$ cat src/rtl/alt_vipitc131_pkg.sv
// Shared types for the IS2Vid mode-selection controller.
// Optional feature macro used by dependants: ALT_VIPITC131_INTERLACE_MATCH_EN.
package alt_vipitc131_pkg;

  localparam int unsigned VID_DIM_W = 16;

  typedef enum logic [2:0] {
    ST_IDLE,
    ST_RD,
    ST_CMP,
    ST_WAIT_FRAME,
    ST_REQ,
    ST_LOCKED,
    ST_NO_MATCH
  } mode_state_e;

  // One video mode: either a captured header or a mode bank entry.
  typedef struct packed {
    logic [VID_DIM_W-1:0] width;
    logic [VID_DIM_W-1:0] height;
    logic                 interlaced;
    logic                 valid;
  } mode_rec_t;

endpackage

$ cat src/rtl/alt_vipitc131_IS2Vid_mode_compare.sv
// Combinational header-vs-mode-bank-entry match.
// ALT_VIPITC131_INTERLACE_MATCH_EN defined: interlace flags must also agree.
// Undefined: only width and height are compared.
module alt_vipitc131_IS2Vid_mode_compare
  import alt_vipitc131_pkg::*;
(
  input  mode_rec_t hdr_i,
  input  mode_rec_t ent_i,
  output logic      match_o
);

  logic dims_eq;

`ifdef ALT_VIPITC131_INTERLACE_MATCH_EN
  // Entry is a match when it is in use and all geometry fields agree.
  always_comb begin
    dims_eq = (hdr_i.width == ent_i.width) && (hdr_i.height == ent_i.height);
    match_o = hdr_i.valid & ent_i.valid & dims_eq
              & (hdr_i.interlaced == ent_i.interlaced);
  end
`else
  logic unused_ilace;

  // Entry is a match when it is in use and width/height agree.
  always_comb begin
    unused_ilace = hdr_i.interlaced ^ ent_i.interlaced;
    dims_eq      = (hdr_i.width == ent_i.width) && (hdr_i.height == ent_i.height);
    match_o      = hdr_i.valid & ent_i.valid & dims_eq;
  end
`endif

endmodule

$ cat src/rtl/alt_vipitc131_is2vid_mode_ctrl.sv
// IS2Vid mode-selection controller: searches the mode bank for the latest
// control-packet header, then switches the timing generator at the next frame
// boundary through a req/ack handshake. All outputs are registered.
// Optional feature macro: ALT_VIPITC131_INTERLACE_MATCH_EN (see compare block).
module alt_vipitc131_is2vid_mode_ctrl
  import alt_vipitc131_pkg::*;
#(
  parameter int unsigned NO_OF_MODES = 4,
  parameter int unsigned IDXW        = 2
) (
  input  logic                 clk,
  input  logic                 rst,
  input  logic                 hdr_valid,
  input  logic [VID_DIM_W-1:0] hdr_width,
  input  logic [VID_DIM_W-1:0] hdr_height,
  input  logic                 hdr_interlaced,
  output logic [IDXW-1:0]      mode_rd_addr,
  input  logic [VID_DIM_W-1:0] mode_width,
  input  logic [VID_DIM_W-1:0] mode_height,
  input  logic                 mode_interlaced,
  input  logic                 mode_valid,
  input  logic                 frame_start,
  output logic                 mode_change_req,
  output logic [IDXW-1:0]      mode_change_idx,
  input  logic                 mode_change_ack,
  output logic [IDXW-1:0]      active_idx,
  output logic                 mode_locked,
  output logic                 no_match
);

  localparam logic [IDXW-1:0] LAST_IDX = IDXW'(NO_OF_MODES - 1);

  mode_state_e     state_q, state_d;
  logic [IDXW-1:0] idx_q, idx_d;
  logic [IDXW-1:0] target_q, target_d;
  logic [IDXW-1:0] active_q, active_d;
  mode_rec_t       hdr_q, hdr_d;
  mode_rec_t       pend_hdr_q, pend_hdr_d;
  logic            pend_q, pend_d;
  logic            act_lock_q, act_lock_d;
  logic            req_q, locked_q, nomatch_q;

  mode_rec_t hdr_in;
  mode_rec_t ent_in;
  logic      match;

  // Pack the live header and bank read data into mode records.
  always_comb begin
    hdr_in            = '0;
    hdr_in.width      = hdr_width;
    hdr_in.height     = hdr_height;
    hdr_in.interlaced = hdr_interlaced;
    hdr_in.valid      = 1'b1;
    ent_in            = '0;
    ent_in.width      = mode_width;
    ent_in.height     = mode_height;
    ent_in.interlaced = mode_interlaced;
    ent_in.valid      = mode_valid;
  end

  alt_vipitc131_IS2Vid_mode_compare u_cmp (
    .hdr_i   (hdr_q),
    .ent_i   (ent_in),
    .match_o (match)
  );

  // Next-state logic for the search / switch sequence.
  // act_lock_q remembers that the timing generator was locked when the search
  // was launched, so a restarted search may still short-circuit to LOCKED even
  // though mode_locked itself drops as soon as the search begins.
  always_comb begin
    state_d    = state_q;
    idx_d      = idx_q;
    target_d   = target_q;
    active_d   = active_q;
    hdr_d      = hdr_q;
    pend_hdr_d = pend_hdr_q;
    pend_d     = pend_q;
    act_lock_d = act_lock_q;
    unique case (state_q)
      ST_IDLE, ST_LOCKED, ST_NO_MATCH: begin
        if (hdr_valid) begin
          hdr_d   = hdr_in;
          idx_d   = '0;
          state_d = ST_RD;
        end
      end
      ST_RD: begin
        if (hdr_valid) begin
          hdr_d   = hdr_in;
          idx_d   = '0;
          state_d = ST_RD;
        end else begin
          state_d = ST_CMP;
        end
      end
      ST_CMP: begin
        if (hdr_valid) begin
          hdr_d   = hdr_in;
          idx_d   = '0;
          state_d = ST_RD;
        end else if (match) begin
          if ((idx_q == active_q) && act_lock_q) begin
            state_d = ST_LOCKED;
          end else begin
            target_d = idx_q;
            state_d  = ST_WAIT_FRAME;
          end
        end else if (idx_q == LAST_IDX) begin
          act_lock_d = 1'b0;
          state_d    = ST_NO_MATCH;
        end else begin
          idx_d   = idx_q + 1'b1;
          state_d = ST_RD;
        end
      end
      ST_WAIT_FRAME: begin
        if (hdr_valid) begin
          hdr_d   = hdr_in;
          idx_d   = '0;
          state_d = ST_RD;
        end else if (frame_start) begin
          state_d = ST_REQ;
        end
      end
      ST_REQ: begin
        if (hdr_valid) begin
          pend_d     = 1'b1;
          pend_hdr_d = hdr_in;
        end
        if (mode_change_ack) begin
          active_d   = target_q;
          act_lock_d = 1'b1;
          if (hdr_valid || pend_q) begin
            hdr_d   = hdr_valid ? hdr_in : pend_hdr_q;
            pend_d  = 1'b0;
            idx_d   = '0;
            state_d = ST_RD;
          end else begin
            state_d = ST_LOCKED;
          end
        end
      end
      default: state_d = ST_IDLE;
    endcase
  end

  // State and datapath registers with synchronous reset; status flags are
  // registered from the next state so they change on the same edge.
  always_ff @(posedge clk) begin
    if (rst) begin
      state_q    <= ST_IDLE;
      idx_q      <= '0;
      target_q   <= '0;
      active_q   <= '0;
      hdr_q      <= '0;
      pend_hdr_q <= '0;
      pend_q     <= 1'b0;
      act_lock_q <= 1'b0;
      req_q      <= 1'b0;
      locked_q   <= 1'b0;
      nomatch_q  <= 1'b0;
    end else begin
      state_q    <= state_d;
      idx_q      <= idx_d;
      target_q   <= target_d;
      active_q   <= active_d;
      hdr_q      <= hdr_d;
      pend_hdr_q <= pend_hdr_d;
      pend_q     <= pend_d;
      act_lock_q <= act_lock_d;
      req_q      <= (state_d == ST_REQ);
      locked_q   <= (state_d == ST_LOCKED);
      nomatch_q  <= (state_d == ST_NO_MATCH);
    end
  end

  assign mode_rd_addr    = idx_q;
  assign mode_change_req = req_q;
  assign mode_change_idx = target_q;
  assign active_idx      = active_q;
  assign mode_locked     = locked_q;
  assign no_match        = nomatch_q;

endmodule

$ cat config.mk
export PLATFORM = sky130hd
export DESIGN_NAME = alt_vipitc131_is2vid_mode_ctrl
export DESIGN_NICKNAME = d
export VERILOG_FILES = /design/src/rtl/alt_vipitc131_pkg.sv /design/src/rtl/alt_vipitc131_IS2Vid_mode_compare.sv /design/src/rtl/alt_vipitc131_is2vid_mode_ctrl.sv
export SDC_FILE = /design/constraint.sdc
export NUM_CORES = 1
export LEC_CHECK = 0
export ABC_CLOCK_PERIOD_IN_PS = 2100
export CORE_ASPECT_RATIO = 1.4
export CORE_UTILIZATION = 51
export CTS_CLUSTER_DIAMETER = 40
export DETAILED_ROUTE_END_ITERATION = 8
export GPL_TIMING_DRIVEN = 0
export HOLD_SLACK_MARGIN = 0.03
export PLACE_DENSITY_LB_ADDON = 0.1
export SETUP_SLACK_MARGIN = 0.3
export SKIP_LAST_GASP = 1
export SLEW_MARGIN = 20
export SYNTH_ARGS = -nofsm -noshare
export SYNTH_HDL_FRONTEND = slang
export SYNTH_SLANG_ARGS = --single-unit
$ cat constraint.sdc
create_clock -name clk -period 2.1 [get_ports clk]
set_input_delay 0.21 -clock clk [delete_from_list [all_inputs] [get_ports clk]]
set_output_delay 0.21 -clock clk [all_outputs]
set_load 0.01 [all_outputs]
==> results.toml, run 1 <==
[floorplanning]
initial_core_util_pct = 52.4
rows = 37
die_x_microns = 75.3
core_region_area_sq_um = 7310
num_io_pins = 81
dieHeight_microns = 105
dieArea_sq_um = 7870

[cells_and_area]
nFillCells = 571
area_growth_pct = 40.8
drive_above_1_share_pct = 18.6
seqCellArea_sq_um = 1610
layoutNonFillerInstCount = 636
nNetsFinal = 608
multiInputGateArea_sq_um = 2230
insertedDiodeCount = 0

[setup_path]
critical_path_buf_inv_count = 1
path_delay_family = "simple AND/OR/NAND/NOR gates"
crit_chain = "xnor2_2 -> nand4_1 -> nor4_4 -> buf_4 -> nand3_4 -> a22oi_2 -> and2_1"
critPathRequiredTime_ps = 2390
arrival_ps = 2160
slowest_delay_ps = 380
cpMaxStageDelayCell = "nor4_4"
start_kind = "flip-flop"
crit_type = "flip-flop to flip-flop"
critPathMaxFanout = 6
crit_path_end_kind = "flip-flop"

[synthesis]
yosysTopAreaCell = "dfxtp_1"
synth.distinct_cells = 52
synthAdderAreaFrac_pct = 0.327
syn_area_per_cell_sq_um = 8.85
synth_cells = 433
syn_nets = 506
synth_mux_area_share_pct = 9.44
synthArstFlopShare_pct = 0
synth_edf_count = 0
synth_xor_area_share_pct = 7.77
synth_area_sq_um = 3830
synth_top_family_by_area = "simple AND/OR/NAND/NOR gates"
yosysTopAreaCellShare_pct = 41.8
yosysSeqAreaShare_pct = 41.8
yosys-top-cells-area = "dfxtp_1 (42%), mux2i_1 (9.1%), nand2_1 (7.0%), xnor2_1 (5.9%), a21oi_1 (5.5%)"
ys.flop_type = "dfxtp_1"
ys_ff_latch = 80
synth_compound_area_share_pct = 17.3
synth-warning-count = 0
synth-simple-area-share_pct = 18.8

[clock_tree]
clk_latency_ps = 360
cts_root_buf = "clkbuf_8"
clockBufferDepth = 2
cts_made_buffers = 9
cts_tree = "done"
htreeDepth = 3
clock_sinks = 80
path_clk_slew_ps = 80
hold_buffers = 0

[pwr]
p_total_mw = 3.64
leakagePower_nw = 1.88
vdd_drop_max_uv = 534
power_per_cell_area_nw_per_um2 = 676

[route]
via_per_inst = 5.51
dr.pass1.iters = 4
routed_wirelength_microns = 10800
post_drt_wl_per_cell_microns = 17.0
drtIter0Drc = 139
drc = 0
num_vias = 3502
ant_nets = 0

[grt]
grt_use_total_pct = 27.8
grt_pass1_vias = 3492
grt_max_degree = 14
grt_first_pass_wirelength_microns = 16200
grt-ovfl-total = 0
antenna_found_initial = 0

[sta]
tightestPinTransition_ps = 652
slew_headroom_pct = 56.5
hold_violations = 0
fin_crit_ps = 1870
setup_viol = 0
rsz0062_at_grt = "true"
fmax_mhz = 535
slew_violations = 0
skew_ps = 10.6
period_share_pct = 89.1

[run_status]
outcome = "complete, no violations"

[job]
cap_violations = 0

[min_path]
min_path_type = "input port to flip-flop"

[placed_design]
place_congestion = 0.854
dpl.hpwl_microns = 7370
port_buffers = 78
place_inst = 608
-- path summary, 6_finish.rpt --
path                                             startpoint                          end  slack (ps)  depth (start not counted)
worst min register to register  pend_hdr_q[22]$_SDFFE_PP0P_  pend_hdr_q[22]$_SDFFE_PP0P_         460                          2
worst max-delay path                  hdr_q[7]$_SDFFE_PP0P_        state_q[0]$_SDFF_PP0_         230                          7
worst min-delay path                           hdr_width[7]  pend_hdr_q[25]$_SDFFE_PP0P_         420                          3
worst max register to register        hdr_q[7]$_SDFFE_PP0P_        state_q[0]$_SDFF_PP0_         230                          7
-- cells in the final DEF, fill, tap and decap left out, types with 3 or more instances in the layout --
| cell | instances |
|---|---|
| a21oi_1 | 41 |
| bufinv_16 | 4 |
| clkbuf_8 | 9 |
| a211oi_2 | 12 |
| mux2i_2 | 3 |
| inv_1 | 5 |
| xor2_1 | 8 |
| clkbuf_1 | 9 |
| dfxtp_1 | 73 |
| nand2_1 | 70 |
| clkdlybuf4s50_1 | 77 |
| nor2b_1 | 4 |
| a211oi_1 | 22 |
| buf_6 | 3 |
| nand4_1 | 5 |
| buf_2 | 6 |
| buf_4 | 15 |
| xnor2_1 | 22 |
| dfxtp_2 | 6 |
| mux2i_1 | 31 |
| nor2_1 | 39 |
| xnor2_2 | 4 |
| buf_8 | 4 |
| nand3_1 | 7 |
-- area by class of cell --
cell class,instances,area share [%]
clock buffers,10,2.37
inverters,6,0.418
well taps,97,2.25
repair buffers,91,17.1
flip-flops and latches,80,29.9
plain buffers,29,4.15
multi-input cells,318,41.4
clock inverters,5,2.39
-- where the power goes --
part / leakage, nW / switching (mW) / internal [mW]
Sequential: 0.656 / 0.0453 / 1.58
Combinational: 1.10 / 0.251 / 0.290
Clock: 0.127 / 0.574 / 0.908
Total: 1.88 / 0.870 / 2.77
-- per-stage QoR --
step,TNS (ps),util [%],instance area (sq um),hold WS [ps],setup slack (ps)
floorplan,0,-,3830,346,440
global placement,-2490,64.7,4730,441,-230
detailed placement,-2880,64.7,4730,447,-229
CTS,0,70.6,5160,415,277
global route,0,73.7,5390,440,162
finish,0,73.7,5390,419,230
-- metal layers --
layer | track usage (%) | wire [microns] | vias up | part of all wire, %
li1 | - | - | 1711 | -
met1 | 30.1 | 4110 | 1649 | 38
met2 | 49.2 | 5820 | 104 | 54
met3 | 4.05 | 352 | 38 | 3.3
met4 | 16.0 | 505 | 0 | 4.7
met5 | 0 | 0 | - | 0
-- worst register-to-register path: cells and delay by family, from the launching register on --
kind | cells | cell delay, ps
simple gates | 4 | 840
flops | 1 | 340
compound gates | 1 | 270
buf+inv | 1 | 190
xor+xnor | 1 | 170
-- synthesized netlist by cell type, types with 2 or more instances --
cell type / n
dfxtp_1: 80
nand2_1: 71
a21oi_1: 42
nor2_1: 39
mux2i_1: 35
xnor2_1: 26
a211oi_1: 24
clkbuf_1: 12
a211oi_2: 10
buf_2: 10
nand3_1: 9
xor2_1: 8
buf_4: 6
inv_1: 5
nand4_1: 5
nor2b_1: 4
and2_1: 3
and3_1: 3
nor4_1: 3
o21ai_0: 3
nand2b_1: 2
nor3_1: 2
o21ai_1: 2
-- registers in the layout, indices dropped and copies added (netlist names) --
signal,cells
hdr_q,33
pend_q,1
no_match,1
mode_rd_addr,2
active_idx,2
mode_locked,1
state_q,3
pend_hdr_q,33
mode_change_idx,2
act_lock_q,1
mode_change_req,1
-- logic make-up after synthesis --
kind of cell | Yosys count
compound gates | 94
mux | 36
fa+ha+maj | 1
xor+xnor | 34
buf+inv | 35
simple gates | 153
flops | 80
-- what timing repair did --
| item | 4_1_cts | 5_1_grt |
|---|---|---|
| resized for setup | 34 | 44 |
| setup buffers | 3 | 8 |
| cloned | 0 | 2 |
| endpoints found under the setup margin | 43 | 69 |
| pin swaps | 14 | 16 |
No activity file was read; power rests on OpenSTA's default activity.
==> inputs of run 2 (changes only) <==
--- a/config.mk
+++ b/config.mk
@@ -5,9 +5,9 @@
 export SDC_FILE = /design/constraint.sdc
 export NUM_CORES = 1
 export LEC_CHECK = 0
-export ABC_CLOCK_PERIOD_IN_PS = 2100
-export CORE_ASPECT_RATIO = 1.4
-export CORE_UTILIZATION = 51
+export ABC_CLOCK_PERIOD_IN_PS = 2300
+export CORE_ASPECT_RATIO = 1.1
+export CORE_UTILIZATION = 55
 export CTS_CLUSTER_DIAMETER = 40
 export DETAILED_ROUTE_END_ITERATION = 8
 export GPL_TIMING_DRIVEN = 0
==> constraint.sdc (replaced) <==
create_clock -name clk -period 2.3 [get_ports clk]
set_input_delay 0.23 -clock clk [delete_from_list [all_inputs] [get_ports clk]]
set_output_delay 0.23 -clock clk [all_outputs]
set_load 0.01 [all_outputs]
==> run 2 against run 1 <==
Against the previous run:
- register-to-register slack gained 99 ps
- critical path type unchanged
- sequential share of layout area grew 2.4 points
- clock skew grew 2.8 ps
- routed wire length shrank 9.4%
- flip-flop and latch count is the same
- critical endpoint is now mode_rd_addr[0]$_SDFFE_PP0P_
- largest power group unchanged
- clock power shrank 32%
- critical path depth shrank 1
- fmax shrank 5.1%
- worst hold slack gained 19 ps
- final cell count shrank 3.9%
==> results.toml, run 2 (synthesized netlist as in run 1, its figures left out) <==
[sta]
hold_violations = 0
rsz0062_at_grt = "false"
fin_crit_ps = 1970
finalSetupTns_ps = 0
fmax_mhz = 507
setup_viol = 0
slew_headroom_pct = 60.3
tightestPinTransition_ps = 596
slew_violations = 0
skew_ps = 13.4
period_share_pct = 85.7
layout_setup_ws_ps = 329
hold_ws_ps = 437

[pwr]
power_per_cell_area_nw_per_um2 = 589
p_sw_mw = 0.817
switching_share_pct = 27.9
sequentialPowerShare_pct = 50.5
leakagePower_nw = 1.70
vdd_drop_max_uv = 426
clockPowerShare_pct = 34.6
p_comb_share_pct = 15.0
p_int_mw = 2.11

[clock_tree]
clock_sinks = 80
htreeDepth = 3
path_clk_slew_ps = 90
cts_made_buffers = 9
cts_root_buf = "clkbuf_8"
clockBufferDepth = 2
hold_buffers = 0
cts_tree = "done"
clk_latency_ps = 360

[setup_path]
path_delay_family = "simple AND/OR/NAND/NOR gates"
r2r_start = "hdr_q[6]$_SDFFE_PP0P_"
critical_path_buf_inv_count = 0
cpMaxStageDelayCell = "nor3_1"
critPathMaxFanout = 3
crit_path_end_kind = "flip-flop"
slowest_delay_ps = 450
reg2regPathDepth = 6
critPathRequiredTime_ps = 2550
cp.depth = 6
arrival_ps = 2220
start_kind = "flip-flop"
r2r-end = "mode_rd_addr[0]$_SDFFE_PP0P_"
crit_chain = "xnor2_1 -> nand4_1 -> nor3_1 -> and3_4 -> a21oi_1 -> mux2_1"
crit_type = "flip-flop to flip-flop"
rrSetupSlack_ps = 330
crit_start = "hdr_q[6]$_SDFFE_PP0P_"

[placed_design]
postPlaceCellArea_sq_um = 4710
dpl.hpwl_microns = 7270
port_buffers = 78
dp_slack_ps = -45.3
place_congestion = 0.831

[grt]
grt_use_total_pct = 28.4
grt_first_pass_wirelength_microns = 15300
antenna_found_initial = 0
grt_max_degree = 16
grt-ovfl-total = 0
grt_pass1_vias = 3218

[cells_and_area]
reg_top3 = "hdr_q (33), pend_hdr_q (33), state_q (3)"
layout_commonest_cell = "clkdlybuf4s50_1"
insertedDiodeCount = 0
area_growth_pct = 29.7
finalInstanceArea_sq_um = 4970
layout_common_cells = "clkdlybuf4s50_1 (78), dfxtp_1 (77), nand2_1 (71)"
utilization_pct = 74.5
nNetsFinal = 597
drive_above_1_share_pct = 12.1

[route]
ant_nets = 0
drtIter0Drc = 176
routed_wirelength_microns = 9780
num_vias = 3385
drc = 0
via_per_inst = 5.54
post_drt_wl_per_cell_microns = 16.0
dr.pass1.iters = 4

[floorplanning]
num_io_pins = 81
core_region_area_sq_um = 6670
dieHeight_microns = 89.5
initial_core_util_pct = 57.4
rows = 31
dieArea_sq_um = 7300
die_x_microns = 81.6

[job]
cap_violations = 0

[min_path]
min_path_cells = 3
min_from = "hdr_height[6]"
min_path_type = "input port to flip-flop"
worst_hold_path.endpoint = "pend_hdr_q[8]$_SDFFE_PP0P_"

[run_status]
outcome = "complete, no violations"
[run 2: cell types whose count changed in the layout (fill, tap and decap cells not counted), moves of 4 or more]
cell       previous run  this run
dfxtp_1              73        77
buf_4                15         8
buf_8                 4         0
bufinv_16             4         0
mux2i_1              31        35
[run 2: repair_timing]
item                                    in CTS  in global routing
cloned                                       0                  0
pin swaps                                    0                  5
endpoints found under the setup margin       1                 14
resized for setup                            1                 12
buffers inserted                             0                  2
[run 2: worst max path at each step]
stage / endpoint
CTS: mode_rd_addr[0]$_SDFFE_PP0P_
floorplan: mode_rd_addr[0]$_SDFFE_PP0P_
detailed placement: mode_rd_addr[0]$_SDFFE_PP0P_
global route: mode_locked$_SDFF_PP0_
finish: mode_rd_addr[0]$_SDFFE_PP0P_
global placement: mode_change_req$_SDFF_PP0_
[run 2: per-stage QoR]
stage / instances / power (mW)
detailed placement: 593 / 1.93
CTS: 609 / 2.92
global placement: 593 / 1.92
floorplan: 433 / 1.73
global route: 611 / 3.04
finish: 611 / 2.93
[run 2: cell type report]
type / count / area, sq um
clock buffers: 10 / 138
repair buffers: 80 / 796
plain buffers: 29 / 155
inverters: 6 / 22.5
well taps: 82 / 103
clock inverters: 6 / 50.0
multi-input cells: 318 / 2100
fillers: 512 / 1700
flip-flops and latches: 80 / 1610
[run 2: power by group through the flow]
stage	logic [mW]	clock network (mW)	registers, mW
floorplan	0.231	0	1.50
detailed placement	0.426	0	1.51
global placement	0.419	0	1.51
finish	0.438	1.01	1.48
CTS	0.431	1.01	1.48
global route	0.476	1.08	1.48
[run 2: metal layers]
layer	wire, microns	track usage (%)	up-vias
li1	-	-	1682
met1	4230	34.2	1577
met2	4890	48.4	102
met3	429	5.82	24
met4	226	12.9	0
met5	0	0	-
[run 2: worst min-delay path, cell delays in order]
cell	delay, ps
clkdlybuf4s50_1	410
nand2_1	60
a21oi_1	50
==> inputs of run 3 (changes only) <==
--- a/config.mk
+++ b/config.mk
@@ -7,7 +7,8 @@
 export LEC_CHECK = 0
 export ABC_CLOCK_PERIOD_IN_PS = 2300
 export CORE_ASPECT_RATIO = 1.1
-export CORE_UTILIZATION = 55
+export CORE_UTILIZATION = 57
+export CTS_BUF_LIST = sky130_fd_sc_hd__clkbuf_8
 export CTS_CLUSTER_DIAMETER = 40
 export DETAILED_ROUTE_END_ITERATION = 8
 export GPL_TIMING_DRIVEN = 0
==> run 3 against run 2 <==
Against the previous run:
- register-to-register slack better by 60 ps
- flip-flop and latch count stayed put
- routed wire length is 2.9% lower
- core utilization is 3.2 points higher
- sequential power hardly changed
- power is 1.0% lower
- fmax is 3.2% higher
- first-iteration DRC count is 11% lower
- sequential share of layout area is 0.18 points higher
- clock-buffer cell count is 1 higher
- non-clock buffer count is 2 lower
- critical path type unchanged
- largest cell class unchanged
- largest power group unchanged
- highest routed layer unchanged
==> results.toml, run 3 (synthesized netlist as in run 1, its figures left out) <==
[run_status]
outcome = "complete, no violations"

[floorplanning]
core_region_area_sq_um = 6340
dieArea_sq_um = 7050
rows = 30
dieHeight_microns = 88.0
die_x_microns = 80.2
num_io_pins = 81
initial_core_util_pct = 60.4

[cells_and_area]
layoutNonFillerInstCount = 607
area_growth_pct = 28.7
utilization_pct = 77.7
layout_commonest_cell = "dfxtp_1"
drive_above_1_share_pct = 10.8
insertedDiodeCount = 0
multiInputGateArea_sq_um = 2080
nFillCells = 482
reg_top3 = "hdr_q (33), pend_hdr_q (33), state_q (3)"
layout_common_cells = "dfxtp_1 (80), clkdlybuf4s50_1 (78), nand2_1 (71)"
seqCellArea_sq_um = 1600
nNetsFinal = 595
finalInstanceArea_sq_um = 4930

[grt]
grt_busiest_layer = "met2"
grt_first_pass_wirelength_microns = 15300
use_met1_pct = 35.3
grt_pass1_vias = 3255
antenna_found_initial = 0
grtUsageMet2_pct = 47.9
grt_use_total_pct = 28.6
met3_usage_pct = 5.00
grt_max_degree = 15
grt-ovfl-total = 0

[route]
ant_nets = 0
drtIter0Drc = 157
drc = 0
via_per_inst = 5.58
post_drt_wl_per_cell_microns = 15.6
routed_wirelength_microns = 9490
dr.pass1.iters = 4
num_vias = 3387

[setup_path]
r2r_start = "hdr_q[20]$_SDFFE_PP0P_"
slowest_delay_ps = 420
arrival_ps = 2150
cpMaxStageDelayCell = "nor4_1"
cp.depth = 6
crit_type = "flip-flop to flip-flop"
crit_chain = "xor2_1 -> nor4_1 -> and2_1 -> and3_4 -> a21oi_1 -> mux2_1"
critical_path_buf_inv_count = 0
r2r-end = "mode_rd_addr[0]$_SDFFE_PP0P_"
critPathMaxFanout = 4
critPathRequiredTime_ps = 2540
rrSetupSlack_ps = 390
reg2regPathDepth = 6
crit_path_end_kind = "flip-flop"
endpoint = "mode_rd_addr[0]$_SDFFE_PP0P_"
path_delay_family = "simple AND/OR/NAND/NOR gates"
start_kind = "flip-flop"
crit_start = "hdr_q[20]$_SDFFE_PP0P_"

[sta]
finalSetupTns_ps = 0
setup_viol = 0
rsz0062_at_grt = "false"
fin_crit_ps = 1910
hold_violations = 0
skew_ps = 8.00
slew_violations = 0
period_share_pct = 83.0
tightestPinTransition_ps = 663
slew_headroom_pct = 55.8
fmax_mhz = 524

[placed_design]
postPlaceCellArea_sq_um = 4710
dpl.hpwl_microns = 7090
place_congestion = 0.874
port_buffers = 78
place_inst = 591

[pwr]
vdd_drop_max_uv = 450
power_per_cell_area_nw_per_um2 = 588
leakagePower_nw = 1.67

[clock_tree]
cts_tree = "done"
htreeDepth = 3
cts_root_buf = "clkbuf_8"
clock_sinks = 80
clockBufferDepth = 2
cts_made_buffers = 9
clk_latency_ps = 350
hold_buffers = 0
path_clk_slew_ps = 90

[job]
cap_violations = 0

[min_path]
min_path_type = "input port to flip-flop"
-- run 3: cell types whose count changed in the layout (fill, tap and decap cells not counted), moves of 2 or more --
cell        delta
clkinvlp_4     +2
buf_4          -2
inv_6          -2
dfxtp_2        -3
dfxtp_1        +3
-- run 3: metal layers --
layer / wire, microns / vias to the layer above / part of all wire (%)
li1: - / 1677 / -
met1: 4190 / 1595 / 44
met2: 4650 / 98 / 49
met3: 416 / 17 / 4.4
met4: 232 / 0 / 2.4
met5: 0 / - / 0
-- run 3: worst min-delay path by stage --
stage | from | endpoint | slack, ps | cells past startpoint
floorplan | hdr_height[8] | pend_hdr_q[10]$_SDFFE_PP0P_ | 370 | 2
global placement | pend_hdr_q[32]$_SDFFE_PP0P_ | pend_hdr_q[32]$_SDFFE_PP0P_ | 440 | 2
detailed placement | pend_hdr_q[28]$_SDFFE_PP0P_ | pend_hdr_q[28]$_SDFFE_PP0P_ | 450 | 2
CTS | hdr_width[7] | pend_hdr_q[25]$_SDFFE_PP0P_ | 440 | 3
global route | hdr_width[6] | pend_hdr_q[24]$_SDFFE_PP0P_ | 470 | 3
finish | hdr_height[14] | pend_hdr_q[16]$_SDFFE_PP0P_ | 450 | 3
-- run 3: cell type report --
type                       count  area share, %
buffer                        29           3.12
clock buffer                  11           3.07
clock inverter                 5          0.812
inverter                       6          0.457
multi-input combinational    318           42.2
sequential                    80           32.5
tap                           80           2.03
timing repair buffer          78           15.8
-- run 3: timing repair --
action,CTS,global route
endpoints found under the setup margin,3,10
gates cloned,0,0
buffers inserted,0,0
pin swaps,0,3
gates resized for setup,1,4
-- run 3: power breakdown --
group / switching [mW] / internal (mW)
clock network: 0.535 / 0.457
logic: 0.200 / 0.230
registers: 0.0391 / 1.44
total: 0.774 / 2.12
-- run 3: worst min-delay path: stages --
cell and delay [ps]:
clkdlybuf4s50_1 410, nand2_1 60, a21oi_1 50
-- run 3: per-stage QoR --
| step | hold WS [ps] | setup WS, ps | power, mW |
|---|---|---|---|
| 3_3_place_gp | 441 | -42.4 | 1.92 |
| 6_report | 448 | 390 | 2.90 |
| 4_1_cts | 438 | 306 | 2.90 |
| 5_1_grt | 470 | 304 | 3.01 |
| 2_1_floorplan | 366 | 640 | 1.73 |
| 3_5_place_dp | 448 | -30.0 | 1.93 |
